**config.mk**
```make
export PLATFORM = sky130hd
export DESIGN_NAME = multicycle_control_unit
export DESIGN_NICKNAME = d
export VERILOG_FILES = /design/src/rtl/multicycle_control_unit.sv
export SDC_FILE = /design/constraint.sdc
export NUM_CORES = 1
export LEC_CHECK = 0
export CAP_MARGIN = 20
export CORE_ASPECT_RATIO = 0.6
export CORE_MARGIN = 2
export CORE_UTILIZATION = 50
export DETAILED_ROUTE_END_ITERATION = 7
export PLACE_DENSITY = 0.9
export SYNTH_ARGS = -nofsm -noshare
export SYNTH_HDL_FRONTEND = slang
export SYNTH_SLANG_ARGS = --single-unit
```
**constraint.sdc**
```tcl
create_clock -name CLK -period 5.9 [get_ports CLK]
set_input_delay 1.475 -clock CLK [delete_from_list [all_inputs] [get_ports CLK]]
set_output_delay 1.475 -clock CLK [all_outputs]
set_load 0.01 [all_outputs]
```
**src/rtl/multicycle_control_unit.sv**
```systemverilog
// -----------------------------------------------------------------------------
// multicycle_control_unit
//
// Moore-style multicycle control FSM for the 16-bit accumulator processor.
// Walks each instruction through FETCH / DECODE / execute states and issues
// the datapath's source selects, ALU operation, PC source, branch strobe and
// write enables cycle by cycle.
//
// Optional feature macro: CTRL_MEMWAIT_EN
//   Defined   : FETCH, MREAD and MWRITE hold until MemReady=1 is sampled on a
//               rising clock edge. In FETCH, PCWrite/IRWrite are asserted only
//               in the cycle MemReady=1, so PC advances exactly once.
//   Undefined : MemReady is ignored; every memory state lasts one cycle.
//
// Memory handshake: the FSM holds its memory request (MemRead or MemWrite)
// steady in a memory state; MemReady is a single-cycle "done" strobe from the
// memory, and the transfer completes on the rising edge where it is seen high.
//
// Ports:
//   CLK         in   system clock, rising edge
//   Reset       in   asynchronous, active-high reset (FSM -> INIT)
//   Opcode      in   IR[15:12], sampled only in DECODE
//   BrField     in   IR[11:10], branch condition selector
//   MemReady    in   memory done strobe (only with CTRL_MEMWAIT_EN)
//   ALUSrcA     out  0=PC, 1=SP, 2=ACC, 3=unused (datapath forces 0)
//   ALUSrcB     out  0=IR immediate, 1=Memout, 2=constant 2
//   ALUOp       out  000 add, 001 sub, 010 and, 011 or, 100 sll, 101 srl
//   SIGNExt     out  1 = sign-extend the immediate
//   PCSrc       out  0=ALUOut, 1=ALUDirectOut, 2=jump target
//   PCWrite     out  unconditional PC load
//   BranchCycle out  datapath evaluates DOBRANCH and loads PC if true
//   BranchCond  out  BrField during BRANCH, else 0
//   IRWrite     out  IR load
//   IorD        out  0 = address from PC, 1 = from ALUOut
//   MemRead     out  memory read request
//   MemWrite    out  memory write request
//   ACCWrite    out  ACC load
//   SPWrite     out  SP load
//   Illegal     out  one-cycle pulse in DECODE on an undefined opcode
//   Halted      out  high while in HALT
// -----------------------------------------------------------------------------
module multicycle_control_unit #(
  parameter int               OPW     = 4,
  parameter logic [OPW-1:0]   HALT_OP = OPW'(4'hF)
) (
  input  logic           CLK,
  input  logic           Reset,
  input  logic [OPW-1:0] Opcode,
  input  logic [1:0]     BrField,
  input  logic           MemReady,
  output logic [1:0]     ALUSrcA,
  output logic [1:0]     ALUSrcB,
  output logic [2:0]     ALUOp,
  output logic           SIGNExt,
  output logic [1:0]     PCSrc,
  output logic           PCWrite,
  output logic           BranchCycle,
  output logic [1:0]     BranchCond,
  output logic           IRWrite,
  output logic           IorD,
  output logic           MemRead,
  output logic           MemWrite,
  output logic           ACCWrite,
  output logic           SPWrite,
  output logic           Illegal,
  output logic           Halted
);

  localparam logic [OPW-1:0] OP_ADDI  = OPW'(0);
  localparam logic [OPW-1:0] OP_SLL   = OPW'(1);
  localparam logic [OPW-1:0] OP_ADDSP = OPW'(2);
  localparam logic [OPW-1:0] OP_LW    = OPW'(3);
  localparam logic [OPW-1:0] OP_SW    = OPW'(4);
  localparam logic [OPW-1:0] OP_BR    = OPW'(6);
  localparam logic [OPW-1:0] OP_J     = OPW'(7);

  typedef enum logic [3:0] {
    S_INIT   = 4'd0,
    S_FETCH  = 4'd1,
    S_DECODE = 4'd2,
    S_EXEC   = 4'd3,
    S_WB     = 4'd4,
    S_ADDR   = 4'd5,
    S_MREAD  = 4'd6,
    S_WB_MEM = 4'd7,
    S_MWRITE = 4'd8,
    S_BRANCH = 4'd9,
    S_JUMP   = 4'd10,
    S_HALT   = 4'd11
  } state_t;

  // All registered control outputs, grouped so they load in one assignment.
  typedef struct packed {
    logic [1:0] alu_src_a;
    logic [1:0] alu_src_b;
    logic [2:0] alu_op;
    logic       sign_ext;
    logic [1:0] pc_src;
    logic       pc_write;
    logic       branch_cycle;
    logic [1:0] branch_cond;
    logic       ir_write;
    logic       iord;
    logic       mem_read;
    logic       mem_write;
    logic       acc_write;
    logic       sp_write;
    logic       halted;
  } ctrl_t;

  state_t         r_state;
  ctrl_t          r_out;
  logic [OPW-1:0] r_op;       // opcode latched at the end of DECODE

  state_t         w_next;
  logic [OPW-1:0] w_op_eff;
  logic           w_illegal;
  logic           w_unused;

  // Output pattern for a given state. Outputs are loaded one edge early from
  // the next state, so the registered outputs line up with the state itself.
  function automatic ctrl_t outputs_for(input state_t s,
                                        input logic [OPW-1:0] op,
                                        input logic [1:0] br);
    ctrl_t o;
    o = '0;
    case (s)
      S_FETCH: begin
        o.mem_read  = 1'b1;
        o.ir_write  = 1'b1;
        o.alu_src_b = 2'd2;
        o.pc_src    = 2'd1;
        o.pc_write  = 1'b1;
      end
      S_DECODE: begin
        // PC + sign-extended offset lands in ALUOut as the branch target.
        o.sign_ext = 1'b1;
      end
      S_EXEC: begin
        if (op == OP_SLL) begin
          o.alu_src_a = 2'd2;
          o.alu_op    = 3'b100;
        end else if (op == OP_ADDSP) begin
          o.alu_src_a = 2'd1;
          o.sign_ext  = 1'b1;
        end else begin
          o.alu_src_a = 2'd2;
          o.sign_ext  = 1'b1;
        end
      end
      S_WB: begin
        if (op == OP_ADDSP) o.sp_write  = 1'b1;
        else                o.acc_write = 1'b1;
      end
      S_ADDR: begin
        o.alu_src_a = 2'd1;
        o.sign_ext  = 1'b1;
      end
      S_MREAD: begin
        o.mem_read = 1'b1;
        o.iord     = 1'b1;
      end
      S_WB_MEM: begin
        // Source A "unused" reads as zero, so OR passes Memout through.
        o.alu_src_a = 2'd3;
        o.alu_src_b = 2'd1;
        o.alu_op    = 3'b011;
        o.acc_write = 1'b1;
      end
      S_MWRITE: begin
        o.mem_write = 1'b1;
        o.iord      = 1'b1;
      end
      S_BRANCH: begin
        o.branch_cycle = 1'b1;
        o.branch_cond  = br;
      end
      S_JUMP: begin
        o.pc_src   = 2'd2;
        o.pc_write = 1'b1;
      end
      S_HALT: begin
        o.halted = 1'b1;
      end
      default: o = '0;
    endcase
    return o;
  endfunction

  // Opcode is only trusted in DECODE; afterwards the latched copy is used.
  assign w_op_eff = (r_state == S_DECODE) ? Opcode : r_op;

  always_comb begin
    w_next = r_state;
    case (r_state)
      S_INIT: w_next = S_FETCH;
      S_FETCH: begin
`ifdef CTRL_MEMWAIT_EN
        w_next = MemReady ? S_DECODE : S_FETCH;
`else
        w_next = S_DECODE;
`endif
      end
      S_DECODE: begin
        if (Opcode == HALT_OP) begin
          w_next = S_HALT;
        end else begin
          case (Opcode)
            OP_ADDI, OP_SLL, OP_ADDSP: w_next = S_EXEC;
            OP_LW, OP_SW:              w_next = S_ADDR;
            OP_BR:                     w_next = S_BRANCH;
            OP_J:                      w_next = S_JUMP;
            default:                   w_next = S_FETCH;
          endcase
        end
      end
      S_EXEC:   w_next = S_WB;
      S_WB:     w_next = S_FETCH;
      S_ADDR:   w_next = (r_op == OP_LW) ? S_MREAD : S_MWRITE;
      S_MREAD: begin
`ifdef CTRL_MEMWAIT_EN
        w_next = MemReady ? S_WB_MEM : S_MREAD;
`else
        w_next = S_WB_MEM;
`endif
      end
      S_WB_MEM: w_next = S_FETCH;
      S_MWRITE: begin
`ifdef CTRL_MEMWAIT_EN
        w_next = MemReady ? S_FETCH : S_MWRITE;
`else
        w_next = S_FETCH;
`endif
      end
      S_BRANCH: w_next = S_FETCH;
      S_JUMP:   w_next = S_FETCH;
      S_HALT:   w_next = S_HALT;
      default:  w_next = S_INIT;
    endcase
  end

  // DECODE only falls straight back to FETCH for an undefined opcode.
  assign w_illegal = (r_state == S_DECODE) && (w_next == S_FETCH);

  always_ff @(posedge CLK or posedge Reset) begin
    if (Reset) begin
      r_state <= S_INIT;
      r_out   <= '0;
      r_op    <= '0;
    end else begin
      r_state <= w_next;
      r_out   <= outputs_for(w_next, w_op_eff, BrField);
      if (r_state == S_DECODE) r_op <= Opcode;
    end
  end

  assign ALUSrcA     = r_out.alu_src_a;
  assign ALUSrcB     = r_out.alu_src_b;
  assign ALUOp       = r_out.alu_op;
  assign SIGNExt     = r_out.sign_ext;
  assign PCSrc       = r_out.pc_src;
  assign BranchCycle = r_out.branch_cycle;
  assign BranchCond  = r_out.branch_cond;
  assign IorD        = r_out.iord;
  assign MemRead     = r_out.mem_read;
  assign MemWrite    = r_out.mem_write;
  assign ACCWrite    = r_out.acc_write;
  assign SPWrite     = r_out.sp_write;
  assign Halted      = r_out.halted;
  assign Illegal     = w_illegal;

`ifdef CTRL_MEMWAIT_EN
  // While FETCH waits on memory, keep the read request up but hold off the
  // PC/IR loads until the cycle the data is actually there.
  logic w_fetch_stall;
  assign w_fetch_stall = (r_state == S_FETCH) && !MemReady;
  assign PCWrite       = r_out.pc_write && !w_fetch_stall;
  assign IRWrite       = r_out.ir_write && !w_fetch_stall;
  assign w_unused      = 1'b0;
`else
  assign PCWrite  = r_out.pc_write;
  assign IRWrite  = r_out.ir_write;
  assign w_unused = MemReady;
`endif

endmodule

```
==> results of run 1 <==
-- flip-flops by register name, indices dropped and copies added (netlist names) --
register and flops:
MemWrite 1, r_state 4, Halted 1, r_op 4, PCSrc 2, ALUSrcB 2, ALUSrcA 2, ACCWrite 1
SPWrite 1, SIGNExt 1, PCWrite 1, BranchCond 2, BranchCycle 1, ALUOp 1, IorD 1, MemRead 1
-- report_power, final --
| group | internal (uW) | switching (uW) | total (uW) |
|---|---|---|---|
| Clock | 90.8 | 53.4 | 144 |
| Combinational | 171 | 184 | 355 |
| Sequential | 236 | 58.3 | 294 |
| Total | 498 | 295 | 793 |
-- cells in the mapped netlist, drive strengths merged, types with 2 or more instances --
library cell  count
nand3             2
a21o              3
and2              2
o211ai            2
a21oi             2
buf               7
o21ai             5
or3b              2
nand2             4
a2111oi           2
inv              10
nor2              9
dfrtp            26
mux2              4
nand2b            2
nor3              6
a211o             2
nand3b            2
and3              2
-- layer usage --
layer / wire length, um / part of all wire / up-vias
met3: 270 / 0.093 / 16
met2: 1410 / 0.48 / 66
met5: 0 / 0 / -
met1: 1120 / 0.38 / 467
met4: 116 / 0.040 / 0
li1: - / - / 436
-- path summary, 6_finish.rpt --
path | from | endpoint | slack [ns] | cells after the start
worst max-delay path | Opcode[1] | Illegal | 0.61 | 7
worst min register to register | r_op[2]$_DFF_PP0_ | r_op[2]$_DFF_PP0_ | 0.55 | 1
worst max register to register | r_state[0]$_DFF_PP0_ | SPWrite$_DFF_PP0_ | 3.92 | 4
worst min-delay path | r_op[2]$_DFF_PP0_ | r_op[2]$_DFF_PP0_ | 0.55 | 1
max in group asynchronous | Reset | r_op[1]$_DFF_PP0_ | 4.16 | 3
min in group asynchronous | Reset | SIGNExt$_DFF_PP0_ | 1.38 | 2
-- cell families (layout without fill, tap and decap cells) --
family / after synthesis / after routing / synth area share
flops: 26 / 26 / 0.532
compound gates: 22 / 22 / 0.144
xor+xnor: 1 / 1 / 0.00716
mux: 4 / 4 / 0.0368
buf+inv: 17 / 44 / 0.0675
simple gates: 39 / 39 / 0.213
-- stage by stage --
| stage | hold WS [ns] | setup WS (ns) | instance area (um2) | std cells | util |
|---|---|---|---|---|---|
| global route | 0.583 | 0.507 | 1610 | 166 | 0.715 |
| finish | 0.554 | 0.613 | 1610 | 166 | 0.715 |
| global placement | 0.511 | 0.750 | 1510 | 161 | 0.671 |
| floorplan | 0.439 | 1.79 | 1220 | 109 | - |
| CTS | 0.551 | 0.656 | 1580 | 165 | 0.703 |
| detailed placement | 0.533 | 0.702 | 1510 | 161 | 0.671 |
-- cell usage in the layout (no fill, tap or decap), types with 2 or more instances in the layout --
cell type        netlist  layout
and3_1                 2       2
o211ai_1               2       2
o21ai_1                3       3
inv_2                  2       2
nor3_1                 5       5
a2111oi_0              2       2
nand2_1                4       4
and2_1                 2       2
inv_1                  8       8
nand3_1                2       2
dfrtp_1               26      26
or3b_1                 2       2
clkdlybuf4s50_1        0      29
mux2_2                 4       4
clkbuf_8               0       3
a21oi_1                2       2
nand3b_1               2       2
a21o_1                 3       3
nor2_1                 9       9
-- critical path, stage by stage --
cell	delay, ns
clkdlybuf4s50_1	0.56
and3_1	0.22
o311ai_1	0.38
a21o_1	0.20
nand3_1	0.19
nor3b_2	0.23
clkdlybuf4s50_1	0.55
-- final cells by class --
class	instances	area [um2]	area share
Clock inverter	1	30.0	0.0187
Timing Repair Buffer	30	318	0.198
Sequential cell	26	651	0.405
Tap cell	30	37.5	0.0234
Inverter	10	37.5	0.0234
Clock buffer	3	41.3	0.0257
Multi-Input combinational cell	66	490	0.306
==> metrics.md, run 1 <==
| Metric | Value |
|---|---|
| Initial antenna violation count | 0 |
| Count of input and output buffers | 29 |
| # IOs | 31 |
| Residual DRC | 0 |
| Period utilisation layout | 0.896 |
| Routed Antenna Nets | 0 |
| Layout area overhead | 31.2% |
| WL per Instance | 17.6 um |
| Synth Flop Type | dfrtp_1 |
| Share of the synthesized area in the top cell type | 0.532 |
| M1 GR Usage | 0.302 |
| CTS Buf Count | 3 |
| CTS tree | yes |
| Worst Clk Skew | 0.00801 ns |
| Mapped Area | between 1000 and 1500 um2 |
| Crit Path Category | in -> out |
| Pwr Density | 494 nW/um2 |
| Worst slew pin tran | 0.532 ns |
| Warnings, synthesis | 0 |
| Final setup fails | 0 |
| Vias in the first global route | 940 |
| Fillers | 138 |
| VDD IR max | 0.360 mV |
| Htree depth | 1 |
| Pin count of the biggest net entering global routing | 27 |
| Share of layout cells above drive strength 1 | 0.154 |
| Syn Inst Count | 109 |
| Via-per-instance ratio | between 5 and 6 |
| Distinct cells, synth | 41 |
| Mapped Avg Cell Area | 11.2 um2 |
| First-pass GRT wire length | 4810 um |
| FP Rows | 13 |
| HP Class | reg -> reg |
| Initial DRC count | 112 |
| Initial Utilization | 0.545 |
| Slew headroom | 0.636 |
| Global routing's busiest layer | met2 |
| Cts hold-fix bufs | 0 |
| Core area | 2240 um2 |
| Synthesized Nets | ~120 |
| Clock Pin Slew Worst Setup and Hold Paths | 0.08 ns |
| GRT Total Usage | 0.232 |
| Overflow after GRT | 0 |
| WL final | 2920 um |
| Maxcap violations | 0 |
| Die ar. | approximately 2900 um2 |
| FF+latch count, synth | 26 |
| Peak fanout along the critical path | 9 |
| Unrepaired setup endpoints after global routing | no |
| F_max | 189 MHz |
| Fin. max-slew vios | 0 |
| CTS Buffer Depth | 2 |
| Fin crit period | 5.29 ns |
| Die extent in y | 42.3 um |
| Async SR Flop Fraction | 1.00 |
| Ranking of synthesized cells by area | dfrtp_1 (53%), mux2_2 (3.7%), nor2_1 (2.8%) |
| Sink Count | 26 |
| Startpoint Class | primary input |
| Die width | 67.9 um |
| Detailed Routing Iterations Pass 1 | 5 |
| Most area-hungry cell type in the Yosys netlist | dfrtp_1 |
| Critical path arrival | 3.81 ns |
| DP HPWL | around 2100 um |
| RD Place Congestion | 0.917 |
| Via Count | 985 |
| Antenna Cells | 0 |
| PostCTS Resize Cnt | 0 |
| Outcome | completed |
| Hold Fails Final Rpt | 0 |
| Met3 GRT Util | 0.0833 |
| Setup_tns | 0 ns |
| Sequential area share after synthesis | 0.532 |
| Root Driver | clkbuf_8 |
| Leakage power | 0.000719 uW |
| Post-synth EDFFs | 0 |
| Setup Buffers After CTS | 0 |
| Worst Path Required | 4.43 ns |
| Critical path endpoint category | output pin |
| Final nets | 146 |
| Met2 usage | 0.353 |
| Total power | ~790 uW |
| Skew-Pair Late Insertion Delay | 0.27 ns |
No activity file was read; power rests on OpenSTA's default activity.
==> inputs of run 2 (changes only) <==
--- a/config.mk
+++ b/config.mk
@@ -7,9 +7,9 @@
 export LEC_CHECK = 0
 export CAP_MARGIN = 20
 export CORE_ASPECT_RATIO = 0.6
-export CORE_MARGIN = 2
 export CORE_UTILIZATION = 50
 export DETAILED_ROUTE_END_ITERATION = 7
+export GPL_TIMING_DRIVEN = 0
 export PLACE_DENSITY = 0.9
 export SYNTH_ARGS = -nofsm -noshare
 export SYNTH_HDL_FRONTEND = slang
==> metrics.md, run 2 (synthesized netlist as in run 1, its figures left out) <==
| Metric | Value |
|---|---|
| DP Worst Slack | 0.738 ns |
| Storage element area | 651 um2 |
| RD Place Congestion | 1.01 |
| F_max | between 150 and 200 MHz |
| Antenna Cells | 0 |
| Pwr Density | 489 nW/um2 |
| Cts hold-fix bufs | 0 |
| WL per Instance | 14.3 um |
| Critical path arrival | 3.72 ns |
| CTS Buf Count | 3 |
| R2r worst-path depth | 5 |
| Worst slew pin tran | 0.901 ns |
| VDD IR max | 0.297 mV |
| FP Rows | 13 |
| Htree depth | 1 |
| # IOs | 31 |
| Leakage power | about 0.00074 uW |
| Sequential power share | 0.339 |
| Reg-to-reg startpoint | r_state[0]$_DFF_PP0_ |
| Root Driver | clkbuf_8 |
| Clk pwr share | 0.182 |
| Outcome | completed |
| Critical path origin | Opcode[2] |
| Die width | approximately 66 um |
| Crit Path Category | in -> out |
| Initial Utilization | 0.545 |
| Critical path cell sequence | clkdlybuf4s50_1 > and3_1 > o311ai_1 > a21o_1 > nand3_1 > nor3b_2 > clkdlybuf4s50_1 |
| Setup_tns | 0 ns |
| GRT Total Usage | 0.197 |
| Vias in the first global route | 828 |
| Residual DRC | 0 |
| Fillers | 157 |
| CTS tree | yes |
| Core area | around 2200 um2 |
| Crit-path slowest cell | clkdlybuf4s50_1 |
| Cell area after layout | around 1600 um2 |
| Fin. max-slew vios | 0 |
| PostCTS Resize Cnt | 0 |
| Cell mode on critical path | clkdlybuf4s50_1 |
| R2r setup slk | 3.94 ns |
| P_sw | approximately 280 uW |
| WL final | 2440 um |
| Skew-Pair Late Insertion Delay | 0.27 ns |
| Routed Antenna Nets | 0 |
| Hold WS | 0.495 ns |
| Share of layout cells above drive strength 1 | 0.191 |
| First-pass GRT wire length | 3680 um |
| Layout area overhead | 31.8% |
| RR Endpoint | SPWrite$_DFF_PP0_ |
| Worst Path Required | 4.43 ns |
| Via Count | between 900 and 1,000 |
| Pin count of the biggest net entering global routing | 27 |
| Top flop regs | r_op (4), r_state (4) |
| Combinational share of power | 0.478 |
| Overflow after GRT | 0 |
| Startpoint Class | primary input |
| Core Util, Final | 0.719 |
| Final setup fails | 0 |
| Worst Clk Skew | 0.00764 ns |
| Die ar. | between 2000 and 3000 um2 |
| Pint | approximately 510 uW |
| HP Class | reg -> reg |
| Switching share of power | 0.356 |
| Initial antenna violation count | 0 |
| Slew headroom | 0.399 |
| Detailed Routing Iterations Pass 1 | 4 |
| Initial DRC count | 63 |
| Peak fanout along the critical path | 8 |
| Leading cell type in the layout, fill and taps excluded | clkdlybuf4s50_1 |
| Via-per-instance ratio | 5.51 |
| Unrepaired setup endpoints after global routing | no |
| Footprint of the multi-input gates | 490 um2 |
| Fin crit period | 5.20 ns |
| Most frequent cells in the layout | clkdlybuf4s50_1 (28), dfrtp_1 (26), nor2_1 (9), inv_1 (8), nor3_1 (5) |
| Critical path endpoint category | output pin |
| Setup crit end | Illegal |
| CTS Buffer Depth | 2 |
| Sink Count | 26 |
| Setup Buffers After CTS | 0 |
| Dpl cell area | approximately 1500 um2 |
| Clock Pin Slew Worst Setup and Hold Paths | ~0.090 ns |
| Final nets | 151 |
| PnR worst setup slack | 0.702 ns |
| CP peak stage delay | ~0.55 ns |
| Die extent in y | 40.3 um |
| Period utilisation layout | 0.881 |
| DP HPWL | roughly 1800 um |
| Hold Fails Final Rpt | 0 |
| Count of input and output buffers | 28 |
| Maxcap violations | 0 |
run 2: how the worst min path moves through the flow:
stage,from,endpoint,cells past startpoint
detailed placement,r_state[3]$_DFF_PP0_,IorD$_DFF_PP0_,1
CTS,r_state[3]$_DFF_PP0_,IorD$_DFF_PP0_,1
finish,r_state[3]$_DFF_PP0_,IorD$_DFF_PP0_,1
global route,r_state[3]$_DFF_PP0_,IorD$_DFF_PP0_,1
global placement,r_state[3]$_DFF_PP0_,IorD$_DFF_PP0_,1
floorplan,r_state[3]$_DFF_PP0_,IorD$_DFF_PP0_,1
run 2: power groups by stage:
stage / sequential (uW) / clock (uW) / combinational [uW]
finish: 268 / 144 / 377
global route: 273 / 153 / 406
CTS: 268 / 146 / 374
detailed placement: 272 / 0 / 370
global placement: 266 / 0 / 361
floorplan: 281 / 0 / 232
run 2: through the flow:
stage	instances	total power, uW
after floorplan	109	512
after global placement	167	627
after detailed placement	167	642
after CTS	171	789
after global routing	171	832
final	171	788
run 2: critical path, delay by kind of cell:
kind	cells	cell delay (ns)
AOI/OAI and AO/OA	2	0.52
and+or+nand+nor	3	0.66
buffers and inverters	2	1.07
run 2: final cells by class:
type	instances	area share
plain buffers	7	0.0279
clock buffers	3	0.0256
clock inverters	1	0.0186
inverters	10	0.0233
multi-input cells	66	0.304
flip-flops and latches	26	0.403
well taps	30	0.0233
repair buffers	28	0.174
run 2: per-layer routing:
layer  global-route usage  vias up  routed length, um
li1                     -      448                  -
met1                0.250      448               1090
met2                0.319       43               1150
met3               0.0625        4                187
met4               0.0870        0                 13
met5                    0        -                  0
==> inputs of run 3 (changes only) <==
--- a/config.mk
+++ b/config.mk
@@ -5,12 +5,11 @@
 export SDC_FILE = /design/constraint.sdc
 export NUM_CORES = 1
 export LEC_CHECK = 0
-export CAP_MARGIN = 20
 export CORE_ASPECT_RATIO = 0.6
-export CORE_UTILIZATION = 50
+export CORE_UTILIZATION = 48
 export DETAILED_ROUTE_END_ITERATION = 7
 export GPL_TIMING_DRIVEN = 0
-export PLACE_DENSITY = 0.9
+export PLACE_DENSITY = 0.87
 export SYNTH_ARGS = -nofsm -noshare
 export SYNTH_HDL_FRONTEND = slang
 export SYNTH_SLANG_ARGS = --single-unit
==> constraint.sdc (replaced) <==
create_clock -name CLK -period 4.8 [get_ports CLK]
set_input_delay 1.2 -clock CLK [delete_from_list [all_inputs] [get_ports CLK]]
set_output_delay 1.2 -clock CLK [all_outputs]
set_load 0.01 [all_outputs]
==> metrics.md, run 3 (synthesized netlist as in run 1, its figures left out) <==
| Metric | Value |
|---|---|
| Sink Count | 26 |
| Initial Utilization | 0.537 |
| Via-per-instance ratio | 5.64 |
| Critical path arrival | 3.44 ns |
| Reg-to-reg startpoint | r_state[0]$_DFF_PP0_ |
| P_sw | 350 uW |
| R2r setup slk | 2.88 ns |
| Die extent in y | 41.1 um |
| Outcome | completed |
| CTS tree | yes |
| Clock Pin Slew Worst Setup and Hold Paths | 0.09 ns |
| Initial DRC count | 109 |
| Setup_tns | 0 ns |
| Via Count | about 970 |
| Fin cells | 171 |
| PnR worst setup slack | 0.160 ns |
| Fin crit period | 4.64 ns |
| DP HPWL | 1900 um |
| Maxcap violations | 0 |
| Worst Path Required | 3.60 ns |
| Unrepaired setup endpoints after global routing | no |
| Slew headroom | 0.400 |
| Pint | 624 uW |
| Die width | roughly 67 um |
| Cell area after layout | 1610 um2 |
| Root Driver | clkbuf_8 |
| PostCTS Resize Cnt | 0 |
| Most frequent cells in the layout | clkdlybuf4s50_1 (28), dfrtp_1 (26), nor2_1 (9), inv_1 (8), nor3_1 (5) |
| CTS Buffer Depth | 2 |
| Residual DRC | 0 |
| Placed insts | 167 |
| Switching share of power | 0.359 |
| Worst slew pin tran | around 0.9 ns |
| WL final | around 2600 um |
| Share of layout cells above drive strength 1 | 0.191 |
| Top flop regs | r_op (4), r_state (4) |
| Crit-path slowest cell | clkdlybuf4s50_1 |
| Final nets | approximately 150 |
| Final setup fails | 0 |
| Hold Crit Start | r_state[3]$_DFF_PP0_ |
| Cts hold-fix bufs | 0 |
| FP Rows | 13 |
| R2r worst-path depth | 5 |
| Pin count of the biggest net entering global routing | 27 |
| Leakage power | 0.000736 uW |
| Detailed Routing Iterations Pass 1 | 4 |
| Pwr Density | just over 600 nW/um2 |
| Leading cell type in the layout, fill and taps excluded | clkdlybuf4s50_1 |
| Overflow after GRT | 0 |
| Worst Clk Skew | 0.00132 ns |
| F_max | 216 MHz |
| Crit Path Category | in -> out |
| CTS Buf Count | 3 |
| Sequential power share | 0.340 |
| Skew-Pair Late Insertion Delay | approximately 0.27 ns |
| RD Place Congestion | 0.965 |
| GRT Total Usage | 0.212 |
| Antenna Cells | 0 |
| Initial antenna violation count | 0 |
| Htree depth | 1 |
| First-pass GRT wire length | 3970 um |
| Core area | roughly 2300 um2 |
| Dpl cell area | about 1500 um2 |
| Startpoint Class | primary input |
| Hold Fails Final Rpt | 0 |
| # IOs | 31 |
| Worst Hold Depth | 1 |
| Peak fanout along the critical path | 8 |
| HP Class | reg -> reg |
| Routed Antenna Nets | 0 |
| WL per Instance | 14.9 um |
| Clk pwr share | 0.184 |
| Fin. max-slew vios | 0 |
| VDD IR max | 0.340 mV |
| Setup Buffers After CTS | 0 |
| CP peak stage delay | around 0.55 ns |
| Layout area overhead | 31.8% |
| Critical path cell sequence | clkdlybuf4s50_1 > and3_1 > o311ai_1 > a21o_1 > nand3_1 > nor3b_2 > clkdlybuf4s50_1 |
| Period utilisation layout | 0.967 |
| End of the worst hold path | IorD$_DFF_PP0_ |
| RR Endpoint | SPWrite$_DFF_PP0_ |
| Critical path endpoint category | output pin |
| DP Worst Slack | 0.169 ns |
| Die ar. | 2760 um2 |
| Vias in the first global route | 848 |
| Cell mode on critical path | clkdlybuf4s50_1 |
| Count of input and output buffers | 28 |
| Combinational share of power | 0.476 |
==> run 3: cell counts in the layout (fill, tap and decap cells not counted) <==
Identical to the previous run, type by type.
==> run 3: how the worst max path moves through the flow <==
stage / startpoint / to / cells past startpoint / slack, ns
after global placement: Opcode[2] / Illegal / 7 / 0.19
after CTS: Opcode[2] / Illegal / 7 / 0.16
final: Opcode[2] / Illegal / 7 / 0.16
after global routing: Opcode[2] / Illegal / 7 / 0.02
after floorplan: Opcode[1] / Illegal / 6 / 1.24
after detailed placement: Opcode[2] / Illegal / 7 / 0.17
==> run 3: power groups by stage <==
stage / Sequential, uW / Combinational (uW) / Clock, uW
2_1_floorplan: 345 / 285 / 0
3_3_place_gp: 328 / 447 / 0
3_5_place_dp: 335 / 457 / 0
4_1_cts: 331 / 460 / 181
5_1_grt: 338 / 502 / 189
6_report: 331 / 463 / 179
==> run 3: metal layers <==
layer | wire [um] | track usage | up-vias
met3 | 197 | 0.0667 | 6
li1 | - | - | 447
met1 | 1160 | 0.285 | 469
met5 | 0 | 0 | -
met4 | 34 | 0.0745 | 0
met2 | 1160 | 0.328 | 43
==> run 3: through the flow <==
step           power (uW)   util  hold slack, ns
5_1_grt              1030  0.708           0.506
6_report              973  0.708           0.484
3_3_place_gp          775  0.677           0.452
2_1_floorplan         630      -           0.439
3_5_place_dp          793  0.677           0.473
4_1_cts               973  0.708           0.489
==> run 3: critical path, delay by kind of cell <==
| family | cells | cell delay, ns |
|---|---|---|
| compound gates | 2 | 0.52 |
| simple gates | 3 | 0.64 |
| buf+inv | 2 | 1.07 |
==> run 3: layout make-up <==
class                      instances  area (um2)
tap                               30        37.5
sequential                        26         651
timing repair buffer              28         280
clock buffer                       3        41.3
fill                             166         664
multi-input combinational         66         490
inverter                          10        37.5
clock inverter                     1        30.0
buffer                             7        45.0
